`config.mk`:
```
export PLATFORM = sky130hd
export DESIGN_NAME = axi_full_slave_mem
export DESIGN_NICKNAME = d
export VERILOG_FILES = /design/src/rtl/axi_full_slave_pkg.sv /design/src/rtl/axi_burst_addr_gen.sv /design/src/rtl/axi_full_slave_mem.sv
export SDC_FILE = /design/constraint.sdc
export NUM_CORES = 1
export LEC_CHECK = 0
export BUFFER_PORTS_ARGS = -buffer_cell sky130_fd_sc_hd__buf_2
export CAP_MARGIN = 5
export CORE_AREA = 2 2 233 258
export DETAILED_ROUTE_END_ITERATION = 6
export DIE_AREA = 0 0 235 260
export GPL_ROUTABILITY_DRIVEN = 0
export PLACE_DENSITY = 0.77
export SYNTH_ARGS = -nofsm -noshare
export SYNTH_HDL_FRONTEND = slang
export SYNTH_SLANG_ARGS = --single-unit
export TNS_END_PERCENT = 30
```
`constraint.sdc`:
```
create_clock -name S_AXI_ACLK -period 4.5 [get_ports S_AXI_ACLK]
set_input_delay 1.125 -clock S_AXI_ACLK [delete_from_list [all_inputs] [get_ports S_AXI_ACLK]]
set_output_delay 1.125 -clock S_AXI_ACLK [all_outputs]
set_load 0.02 [all_outputs]
```
`src/rtl/axi_full_slave_pkg.sv`:
```
// axi_full_slave_pkg: shared burst/response encodings and FSM state types
// for the AXI4 full memory slave.
//   BURST_*   : AxBURST encodings (FIXED, INCR, WRAP)
//   RESP_*    : xRESP encodings (OKAY, SLVERR)
//   w_state_t : write channel FSM states
//   r_state_t : read channel FSM states
package axi_full_slave_pkg;

    localparam logic [1:0] BURST_FIXED = 2'b00;
    localparam logic [1:0] BURST_INCR  = 2'b01;
    localparam logic [1:0] BURST_WRAP  = 2'b10;

    localparam logic [1:0] RESP_OKAY   = 2'b00;
    localparam logic [1:0] RESP_SLVERR = 2'b10;

    typedef enum logic [1:0] {W_IDLE, W_DATA, W_RESP} w_state_t;
    typedef enum logic       {R_IDLE, R_DATA} r_state_t;

endpackage

```
`src/rtl/axi_burst_addr_gen.sv`:
```
// axi_burst_addr_gen: combinational next-word-index and burst error logic.
// Ports:
//   i_idx      : current word index
//   i_len      : burst length minus 1
//   i_burst    : burst type
//   o_next_idx : index of the following beat (modulo RAM depth)
//   o_err      : burst is illegal and must be answered with SLVERR
// Optional feature: AXI_SLAVE_WRAP_EN enables WRAP addressing; without it
// WRAP bursts step as INCR and are always flagged as errors.
module axi_burst_addr_gen
    import axi_full_slave_pkg::*;
#(
    parameter int IDX_W = 4
) (
    input  logic [IDX_W-1:0] i_idx,
    input  logic [7:0]       i_len,
    input  logic [1:0]       i_burst,
    output logic [IDX_W-1:0] o_next_idx,
    output logic             o_err
);

    logic [IDX_W-1:0] w_inc;
    logic             w_wrap;

    assign w_inc = i_idx + IDX_W'(1);

`ifdef AXI_SLAVE_WRAP_EN
    logic             w_len_ok;
    logic [IDX_W-1:0] w_mask;

    assign w_len_ok = (i_len == 8'd1) || (i_len == 8'd3) || (i_len == 8'd7) || (i_len == 8'd15);
    // The block is len+1 words, so len itself is the in-block offset mask.
    assign w_mask     = i_len[IDX_W-1:0];
    assign w_wrap     = (i_burst == BURST_WRAP) && w_len_ok;
    assign o_next_idx = (i_burst == BURST_FIXED) ? i_idx :
                        w_wrap ? ((i_idx & ~w_mask) | (w_inc & w_mask)) : w_inc;
`else
    logic w_unused_len;

    assign w_unused_len = ^i_len;
    assign w_wrap       = 1'b0;
    assign o_next_idx   = (i_burst == BURST_FIXED) ? i_idx : w_inc;
`endif

    // Reserved type and any WRAP that is not honoured fall back to INCR with SLVERR.
    assign o_err = (i_burst == 2'b11) || ((i_burst == BURST_WRAP) && !w_wrap);

endmodule

```
`src/rtl/axi_full_slave_mem.sv`:
```
// axi_full_slave_mem: AXI4 full memory slave, one write burst and one read
// burst in flight on independent channels, word-addressed internal RAM.
// Ports:
//   S_AXI_ACLK / S_AXI_ARESET        : clock, synchronous active-high reset
//   S_AXI_AW{ADDR,LEN,BURST,VALID,READY} : write address channel
//   S_AXI_W{DATA,STRB,LAST,VALID,READY}  : write data channel
//   S_AXI_B{RESP,VALID,READY}        : write response channel
//   S_AXI_AR{ADDR,LEN,BURST,VALID,READY} : read address channel
//   S_AXI_R{DATA,RESP,LAST,VALID,READY}  : read data channel
// Optional feature: AXI_SLAVE_WRAP_EN (see axi_burst_addr_gen).
module axi_full_slave_mem
    import axi_full_slave_pkg::*;
#(
    parameter int C_S_AXI_DATA_WIDTH = 32,
    parameter int C_S_AXI_ADDR_WIDTH = 6
) (
    input  logic                            S_AXI_ACLK,
    input  logic                            S_AXI_ARESET,
    input  logic [C_S_AXI_ADDR_WIDTH-1:0]   S_AXI_AWADDR,
    input  logic [7:0]                      S_AXI_AWLEN,
    input  logic [1:0]                      S_AXI_AWBURST,
    input  logic                            S_AXI_AWVALID,
    output logic                            S_AXI_AWREADY,
    input  logic [C_S_AXI_DATA_WIDTH-1:0]   S_AXI_WDATA,
    input  logic [C_S_AXI_DATA_WIDTH/8-1:0] S_AXI_WSTRB,
    input  logic                            S_AXI_WLAST,
    input  logic                            S_AXI_WVALID,
    output logic                            S_AXI_WREADY,
    output logic [1:0]                      S_AXI_BRESP,
    output logic                            S_AXI_BVALID,
    input  logic                            S_AXI_BREADY,
    input  logic [C_S_AXI_ADDR_WIDTH-1:0]   S_AXI_ARADDR,
    input  logic [7:0]                      S_AXI_ARLEN,
    input  logic [1:0]                      S_AXI_ARBURST,
    input  logic                            S_AXI_ARVALID,
    output logic                            S_AXI_ARREADY,
    output logic [C_S_AXI_DATA_WIDTH-1:0]   S_AXI_RDATA,
    output logic [1:0]                      S_AXI_RRESP,
    output logic                            S_AXI_RLAST,
    output logic                            S_AXI_RVALID,
    input  logic                            S_AXI_RREADY
);

    localparam int IDX_W = C_S_AXI_ADDR_WIDTH - 2;
    localparam int DEPTH = 1 << IDX_W;

    logic [C_S_AXI_DATA_WIDTH-1:0] r_mem [DEPTH];

    w_state_t                      r_wstate;
    logic [IDX_W-1:0]              r_widx;
    logic [7:0]                    r_wlen;
    logic [1:0]                    r_wburst;
    logic [7:0]                    r_wcnt;
    logic                          r_werr;
    logic                          r_awready;
    logic                          r_wready;
    logic                          r_bvalid;
    logic [1:0]                    r_bresp;

    r_state_t                      r_rstate;
    logic [IDX_W-1:0]              r_ridx;
    logic [7:0]                    r_rlen;
    logic [1:0]                    r_rburst;
    logic [7:0]                    r_rcnt;
    logic                          r_arready;
    logic                          r_rvalid;
    logic                          r_rlast;
    logic [1:0]                    r_rresp;
    logic [C_S_AXI_DATA_WIDTH-1:0] r_rdata;

    logic [IDX_W-1:0]              w_wnext;
    logic                          w_wgen_err;
    logic                          w_wbeat;
    logic                          w_wlast_beat;
    logic                          w_wlast_bad;
    logic [IDX_W-1:0]              w_aridx;
    logic [IDX_W-1:0]              w_rgen_idx;
    logic [7:0]                    w_rgen_len;
    logic [1:0]                    w_rgen_burst;
    logic [IDX_W-1:0]              w_rnext;
    logic                          w_rgen_err;
    logic                          w_unused_addr;

    assign w_unused_addr = ^{S_AXI_AWADDR[1:0], S_AXI_ARADDR[1:0]};

    assign S_AXI_AWREADY = r_awready;
    assign S_AXI_WREADY  = r_wready;
    assign S_AXI_BVALID  = r_bvalid;
    assign S_AXI_BRESP   = r_bresp;
    assign S_AXI_ARREADY = r_arready;
    assign S_AXI_RVALID  = r_rvalid;
    assign S_AXI_RLAST   = r_rlast;
    assign S_AXI_RRESP   = r_rresp;
    assign S_AXI_RDATA   = r_rdata;

    // ---------------- write channel ----------------
    assign w_wbeat      = r_wready && S_AXI_WVALID && !S_AXI_ARESET;
    assign w_wlast_beat = (r_wcnt == r_wlen);
    assign w_wlast_bad  = (S_AXI_WLAST != w_wlast_beat);

    axi_burst_addr_gen #(.IDX_W(IDX_W)) u_wgen (
        .i_idx      (r_widx),
        .i_len      (r_wlen),
        .i_burst    (r_wburst),
        .o_next_idx (w_wnext),
        .o_err      (w_wgen_err)
    );

    // RAM is deliberately outside the reset domain so contents survive reset.
    always_ff @(posedge S_AXI_ACLK) begin
        if (w_wbeat) begin
            for (int b = 0; b < C_S_AXI_DATA_WIDTH/8; b++) begin
                if (S_AXI_WSTRB[b]) r_mem[r_widx][8*b +: 8] <= S_AXI_WDATA[8*b +: 8];
            end
        end
    end

    always_ff @(posedge S_AXI_ACLK) begin
        if (S_AXI_ARESET) begin
            r_wstate  <= W_IDLE;
            r_awready <= 1'b0;
            r_wready  <= 1'b0;
            r_bvalid  <= 1'b0;
            r_bresp   <= RESP_OKAY;
        end else begin
            case (r_wstate)
                W_IDLE: begin
                    if (r_awready && S_AXI_AWVALID) begin
                        r_widx    <= S_AXI_AWADDR[C_S_AXI_ADDR_WIDTH-1:2];
                        r_wlen    <= S_AXI_AWLEN;
                        r_wburst  <= S_AXI_AWBURST;
                        r_wcnt    <= 8'd0;
                        r_werr    <= 1'b0;
                        r_awready <= 1'b0;
                        r_wready  <= 1'b1;
                        r_wstate  <= W_DATA;
                    end else begin
                        r_awready <= 1'b1;
                    end
                end
                W_DATA: begin
                    // Beat count alone ends the burst; WLAST only feeds the error flag.
                    if (S_AXI_WVALID) begin
                        r_widx <= w_wnext;
                        r_wcnt <= r_wcnt + 8'd1;
                        if (w_wlast_beat) begin
                            r_wready <= 1'b0;
                            r_bvalid <= 1'b1;
                            r_bresp  <= (r_werr || w_wlast_bad || w_wgen_err) ? RESP_SLVERR : RESP_OKAY;
                            r_wstate <= W_RESP;
                        end else begin
                            r_werr <= r_werr || w_wlast_bad;
                        end
                    end
                end
                W_RESP: begin
                    if (S_AXI_BREADY) begin
                        r_bvalid  <= 1'b0;
                        r_bresp   <= RESP_OKAY;
                        r_awready <= 1'b1;
                        r_wstate  <= W_IDLE;
                    end
                end
                default: r_wstate <= W_IDLE;
            endcase
        end
    end

    // ---------------- read channel ----------------
    // While idle the generator evaluates the incoming AR request so its error
    // flag is known on the handshake edge; during the burst it tracks the
    // latched burst.
    assign w_aridx      = S_AXI_ARADDR[C_S_AXI_ADDR_WIDTH-1:2];
    assign w_rgen_idx   = (r_rstate == R_IDLE) ? w_aridx : r_ridx;
    assign w_rgen_len   = (r_rstate == R_IDLE) ? S_AXI_ARLEN : r_rlen;
    assign w_rgen_burst = (r_rstate == R_IDLE) ? S_AXI_ARBURST : r_rburst;

    axi_burst_addr_gen #(.IDX_W(IDX_W)) u_rgen (
        .i_idx      (w_rgen_idx),
        .i_len      (w_rgen_len),
        .i_burst    (w_rgen_burst),
        .o_next_idx (w_rnext),
        .o_err      (w_rgen_err)
    );

    always_ff @(posedge S_AXI_ACLK) begin
        if (S_AXI_ARESET) begin
            r_rstate  <= R_IDLE;
            r_arready <= 1'b0;
            r_rvalid  <= 1'b0;
            r_rlast   <= 1'b0;
            r_rresp   <= RESP_OKAY;
            r_rdata   <= '0;
        end else begin
            case (r_rstate)
                R_IDLE: begin
                    if (r_arready && S_AXI_ARVALID) begin
                        r_ridx    <= w_aridx;
                        r_rlen    <= S_AXI_ARLEN;
                        r_rburst  <= S_AXI_ARBURST;
                        r_rcnt    <= 8'd0;
                        r_rdata   <= r_mem[w_aridx];
                        r_rlast   <= (S_AXI_ARLEN == 8'd0);
                        r_rresp   <= w_rgen_err ? RESP_SLVERR : RESP_OKAY;
                        r_rvalid  <= 1'b1;
                        r_arready <= 1'b0;
                        r_rstate  <= R_DATA;
                    end else begin
                        r_arready <= 1'b1;
                    end
                end
                R_DATA: begin
                    if (S_AXI_RREADY) begin
                        if (r_rlast) begin
                            r_rvalid  <= 1'b0;
                            r_rlast   <= 1'b0;
                            r_rresp   <= RESP_OKAY;
                            r_arready <= 1'b1;
                            r_rstate  <= R_IDLE;
                        end else begin
                            r_ridx  <= w_rnext;
                            r_rcnt  <= r_rcnt + 8'd1;
                            r_rlast <= ((r_rcnt + 8'd1) == r_rlen);
                            r_rdata <= r_mem[w_rnext];
                        end
                    end
                end
                default: r_rstate <= R_IDLE;
            endcase
        end
    end

endmodule
```
**Yosys cells after proc, flatten, opt, wreduce, memory -nomap -nowiden**

Memory sizes are Yosys's and may differ from the RTL's.
Index checks and enable logic that the tools add are counted.

- Input port bits: 76
- Logic and storage cells: 155
- Bits in registers: 90
- Memories: 1
- Bits in writable memories: 512
- Output and inout bits: 42

Memories:

| memory | words | width | read ports | clocked after Yosys merged registers in | wr ports | RTL line | text |
|---|---|---|---|---|---|---|---|
| r_mem | 16 | 32 | 2 | 0 | 1 | axi_full_slave_mem.sv:47 | `logic [C_S_AXI_DATA_WIDTH-1:0] r_mem [DEPTH];` |

- Muxes and demuxes: 79
- Reduce and logical (&&, ||, !) cells: 30
- Bitwise gates (word level): 2
- Eq/ne operators: 19
- $add $sub $neg: 4

Operator list:

| operator | number |
|---|---|
| 32-bit 2-to-1 mux | 3 |
| 32-bit one-hot mux with 2 select lines | 1 |
| 8-bit 2-to-1 mux | 5 |
| 1-bit 2-to-1 mux | 35 |
| 4-bit 2-to-1 mux | 8 |
| 8-bit one-hot mux with 2 select lines | 2 |
| 2-bit 2-to-1 mux | 12 |
| 4-bit AND reduction | 5 |
| 8-bit by 1-bit adder with 8-bit output, second input constant | 2 |
| 8-bit equality test | 2 |
| 2-bit inequality test, second input constant | 8 |
| 1-bit one-hot mux with 2 select lines | 8 |
| 4-bit one-hot mux with 2 select lines | 2 |
| 3-bit AND reduction | 4 |
| 2-bit equality test, second input constant | 5 |
| 5-bit AND reduction | 2 |
| 4-bit by 1-bit adder with 4-bit output, second input constant | 2 |
| 8-bit logical NOT | 1 |
| 2-bit one-hot mux with 2 select lines | 2 |
| 2-bit logical NOT | 3 |
| 2-bit one-hot mux with 3 select lines | 1 |
| 2-bit AND reduction | 3 |
| 2-bit nonzero test | 3 |
| 1-bit logical AND | 4 |
| 6 further kinds | 11 |

**Depth between registers and ports, before layout**

- Depth after elaboration: 8
- Depth in mapped cells: 17
- Gate-level depth less buffers: 9

**Hierarchy**

From an unflattened synthesis, not the netlist that was laid out.

- Cell total of the unflattened synthesis: 1690
- Area total of the unflattened synthesis: 27744.1 um^2

By module, submodules not included:

| module | sequential area each (um^2) | cells each | area an instance (um^2) | times used |
|---|---|---|---|---|
| axi_full_slave_mem | 17586.9 | 1672 | 27589.0 | 1 |
| axi_burst_addr_gen | 0.0 | 9 | 77.6 | 2 |

**Worst setup path before layout**

Ideal clock, no wire load.

- Path kind: input to register
- From: input port S_AXI_ARADDR[2]
- To: register r_rdata[23] (netlist: S_AXI_RDATA[23])
- Data required time: 4.380 ns
- Setup slack: -0.071 ns
- Data arrival time: 4.452 ns
- Stages: 17
- Buffers on the path: 8
- Cell sequence: buf_2 mux2i_4 inv_2 buf_6 buf_4 buf_2 buf_2 ha_1 clkbuf_1 inv_1 nor3_1 mux2i_1 buf_2 buf_2 o22ai_1 o22ai_1 o31a_1

- Longest elaborated chain between the ends: 7

RTL lines:

| item | RTL line | text |
|---|---|---|
| start, declared | axi_full_slave_mem.sv:32 | `input logic [C_S_AXI_ADDR_WIDTH-1:0] S_AXI_ARADDR,` |
| 4-bit 2-to-1 mux | axi_full_slave_mem.sv:174 | `assign w_rgen_idx = (r_rstate == R_IDLE) ? w_aridx : r_ridx;` |
| 4-bit by 1-bit adder with 4-bit output | axi_burst_addr_gen.sv:25 | `assign w_inc = i_idx + IDX_W'(1);` |
| 4-bit 2-to-1 mux | axi_burst_addr_gen.sv:42 | `assign o_next_idx = (i_burst == BURST_FIXED) ? i_idx : w_inc;` |
| memory read 16 x 32 bit (*) | -- |  |
| 32-bit 2-to-1 mux | axi_full_slave_mem.sv:214 | `if (r_rlast) begin` |
| 32-bit 2-to-1 mux | axi_full_slave_mem.sv:213 | `if (S_AXI_RREADY) begin` |
| 32-bit one-hot mux with 2 select lines (*) | axi_full_slave_mem.sv:195 | `case (r_rstate)` |
| end signal, assigned | axi_full_slave_mem.sv:202 | `r_rdata <= r_mem[w_aridx];` |
| end signal, assigned | axi_full_slave_mem.sv:224 | `r_rdata <= r_mem[w_rnext];` |
| end, declared | axi_full_slave_mem.sv:69 | `logic [C_S_AXI_DATA_WIDTH-1:0] r_rdata;` |

Every way passes the cells marked *; elsewhere a longest branch is shown, timed or not. The select of a mux whose other input is x is not followed.
A chain may end at the register's enable or synchronous reset.

**Worst setup path after layout**

- From: register r_rstate
- To: register r_rdata[3] (netlist: S_AXI_RDATA[3])

- Longest elaborated chain between the ends: 7

RTL lines:

| item | RTL line | text |
|---|---|---|
| start, declared | axi_full_slave_mem.sv:60 | `r_state_t r_rstate;` |
| start signal, assigned | axi_full_slave_mem.sv:188 | `r_rstate <= R_IDLE;` |
| start signal, assigned | axi_full_slave_mem.sv:207 | `r_rstate <= R_DATA;` |
| start signal, assigned | axi_full_slave_mem.sv:219 | `r_rstate <= R_IDLE;` |
| 4-bit 2-to-1 mux or 2-bit 2-to-1 mux (tied branches) | axi_full_slave_mem.sv:174, axi_full_slave_mem.sv:176 |  |
| 4-bit by 1-bit adder with 4-bit output or 2-bit logical NOT (tied branches) | axi_burst_addr_gen.sv:25, axi_burst_addr_gen.sv:42 |  |
| 4-bit 2-to-1 mux | axi_burst_addr_gen.sv:42 |  |
| memory read 16 x 32 bit | -- |  |
| 32-bit 2-to-1 mux | axi_full_slave_mem.sv:214 |  |
| 32-bit 2-to-1 mux | axi_full_slave_mem.sv:213 |  |
| 32-bit one-hot mux with 2 select lines | axi_full_slave_mem.sv:195 |  |

Several ways; a longest one is shown, not always the timed one. The select of a mux whose other input is x is not followed.

==> run_results.csv <==
group,metric,value,unit
run_status,status,"finished clean",
layout,final_area,0.0330,mm²
yosys,postSynthCellCount,1982,
clock_network,clock_sinks,600,
placement,dp.final_hpwl,58.3,mm
timing,min_period_over_period,81.3,%
yosys,synth.distinct_cells,73,
clock_network,cts-resized-gates,0,
timing,finalSetupViolations,0,
timing,rsz0062_at_grt,"no",
critical_path,crit_arrival,4150,ps
grt,grt.overflow.total,0,
worst_hold_path,hp-class,"reg2reg",
yosys,yosysSeqAreaShare,60.5,%
clock_network,cts_tree,"yes",
yosys,synthArstFlopShare,0,%
yosys,ys.flop_type,"edfxtp_1",
critical_path,crit_path_end_kind,"flip-flop",
critical_path,cp_max_fo,19,
clock_network,numCtsBuffers,57,
yosys,ys_ff_latch,600,
clock_network,clk_pin_slew,70,ps
yosys,synth_edf_count,557,
drt,vias,21200,
timing,max_slew_margin,31.8,%
critical_path,r2r_setup_slack,840,ps
critical_path,worstSetupPathType,"reg2reg",
drt,via_per_inst,7.19,
drt,firstDrtPassIters,6,
timing,finalMaxSlewViolations,0,
pwr,peakVddDrop,0.000278,V
floorplanning,num_rows,93,
layout,final_cell_mix,"557 x edfxtp_1, 159 x mux2i_1, 132 x mux4_2",
timing,period_needed,3660,ps
grt,grt_first_pass_wirelength,137,mm
yosys,ys_warn_count,0,
layout,register_area,0.0176,mm²
critical_path,crit_required,4990,ps
drt,wl,94.2,mm
floorplanning,die_width,235,µm
clock_network,cts.htree.levels,2,
layout,drive_gt1_share,23.2,%
grt,grt_start_max_net_pins,115,
placement,portBuffers,111,
floorplanning,die_h,260,µm
floorplanning,dieArea,0.0611,mm²
drt,drc,0,
pwr,leakagePower,11.0,nW
grt,grt_pass1_vias,21100,
yosys,postSynthAreaPerCell,14.7,µm²
placement,placed_area,0.0311,mm²
timing,fmax,273,MHz
timing,finalHoldViolCount,0,
floorplanning,ios,118,
timing,tightest_slew,1020,ps
layout,final_common_cell,"edfxtp_1",
drt,postRouteAntennaNets,0,
grt,antenna_found_initial,8,
layout,multiInputGateArea,0.0108,mm²
run,max-cap-violations,0,
drt,drtIter0Drc,3569,
grt,grt_usage,30.2,%
timing,tns,0,ps
layout,fillers,4466,
clock_network,clk-insertion-delay-late,630,ps
pwr,power.density,392,mW/mm²
floorplanning,fp.coreArea,0.0583,mm²
yosys,synthesis.area,0.0291,mm²
clock_network,cts_setup_buffers,0,
clock_network,hold_buffers,0,
layout,area_growth,13.4,%
layout,nNetsFinal,2220,
clock_network,cts_root_buf,"clkbuf_16",
critical_path,critPathLaunchType,"flip-flop",
floorplanning,start_util,49.8,%
drt,wl_per_cell,32.0,µm
clock_network,clk_path_buf_depth,3,
timing,clock_skew,28.0,ps
## per-layer routing
layer  track usage [%]  share of wire, %  vias to the layer above
met5                 0             0.024                        -
met3              7.98                14                      390
met2              49.1                47                     1874
met1              37.5                33                    10400
li1                  -                 -                     8519
met4              15.6               6.0                        4
## worst max-delay path: stages, from the launching register on
cell and delay, ps:
dfxtp_2 620, mux2i_2 320, inv_2 160, ha_1 580, inv_1 250, nand3_1 530, buf_12 240, o22ai_1 90
or4_1 450, o31ai_1 150, o31ai_1 100
## path summary, 6_finish.rpt
path	from	to	cells after the start
worst max-delay path	r_rstate	S_AXI_RDATA[3]	10
worst max register to register	r_rstate	S_AXI_RDATA[3]	10
worst min register to register	S_AXI_RDATA[4]	S_AXI_RDATA[4]	2
worst min-delay path	S_AXI_RDATA[4]	S_AXI_RDATA[4]	2
## through the flow
step / util, % / power [mW] / worst slack, ps / std cells / hold slack, ps
4_1_cts: 56.5 / 12.9 / 952 / 2944 / 461
6_report: 56.5 / 12.9 / 843 / 2948 / 453
2_1_floorplan: - / 7.41 / 4.64 / 1983 / 521
5_1_grt: 56.5 / 13.2 / 746 / 2945 / 486
3_3_place_gp: 53.3 / 8.07 / 548 / 2838 / 442
3_5_place_dp: 53.3 / 8.12 / 442 / 2838 / 446
## cells in the mapped netlist (8+ instances only)
| cell type | n | share of area [%] |
|---|---|---|
| xnor2_1 | 22 | 0.66 |
| nand2_1 | 80 | 1.0 |
| o22ai_1 | 80 | 1.7 |
| a31oi_1 | 9 | 0.19 |
| o221a_2 | 16 | 0.62 |
| a21oi_1 | 32 | 0.55 |
| a22o_1 | 30 | 0.90 |
| nand2b_1 | 33 | 0.71 |
| xor2_1 | 13 | 0.39 |
| o31ai_1 | 46 | 1.2 |
| a41oi_1 | 8 | 0.24 |
| or4_1 | 23 | 0.59 |
| mux2i_1 | 160 | 5.5 |
| buf_2 | 54 | 0.93 |
| o211ai_1 | 10 | 0.26 |
| o22a_1 | 31 | 0.93 |
| o21ai_0 | 41 | 0.71 |
| nor2b_1 | 11 | 0.24 |
| a211oi_1 | 18 | 0.47 |
| nor2_1 | 127 | 1.6 |
| buf_4 | 15 | 0.39 |
| and3_1 | 18 | 0.39 |
| clkbuf_1 | 74 | 0.96 |
| nor3_1 | 15 | 0.26 |
| edfxtp_1 | 557 | 58 |
| a221o_1 | 15 | 0.52 |
| mux4_2 | 132 | 10 |
| nand3_1 | 33 | 0.57 |
| or3_1 | 10 | 0.22 |
| a221oi_1 | 12 | 0.36 |
| nand4_1 | 8 | 0.17 |
| dfxtp_1 | 43 | 3.0 |
| a32o_1 | 18 | 0.62 |
| a22oi_1 | 90 | 2.3 |
## flip-flops by register name, summed over array words and instances (netlist names), 2 cells and up
signal and flops:
S_AXI_RDATA 32, r_mem 512, r_rburst 2, r_rcnt 8
r_ridx 4, r_rlen 8, r_wburst 2, r_wcnt 8
r_widx 4, r_wlen 8, r_wstate 2
## cell type report
| class | instances | area share [%] |
|---|---|---|
| Antenna cell | 4 | 0.0304 |
| Clock buffer | 69 | 4.59 |
| Clock inverter | 37 | 1.11 |
| Inverter | 9 | 0.110 |
| Multi-Input combinational cell | 1225 | 32.9 |
| Sequential cell | 600 | 53.4 |
| Tap cell | 760 | 2.88 |
| Timing Repair Buffer | 244 | 5.01 |
## power by group
part	switching [mW]	internal, mW
logic	1.21	0.655
registers	0.0607	6.15
clock network	2.10	2.74
## logic make-up after synthesis
| kind of cell | count (synthesis) | synth area share (%) |
|---|---|---|
| adder cells (fa/ha/maj) | 7 | 0.301 |
| flip-flops | 600 | 60.5 |
| AO/OA/AOI/OAI | 498 | 13.0 |
| AND/OR/NAND/NOR | 385 | 6.57 |
| XOR/XNOR | 36 | 1.11 |
| other | 1 | 0.0129 |
| buffers and inverters | 158 | 2.49 |
| multiplexers | 297 | 16.0 |
No activity file was read; power rests on OpenSTA's default activity.
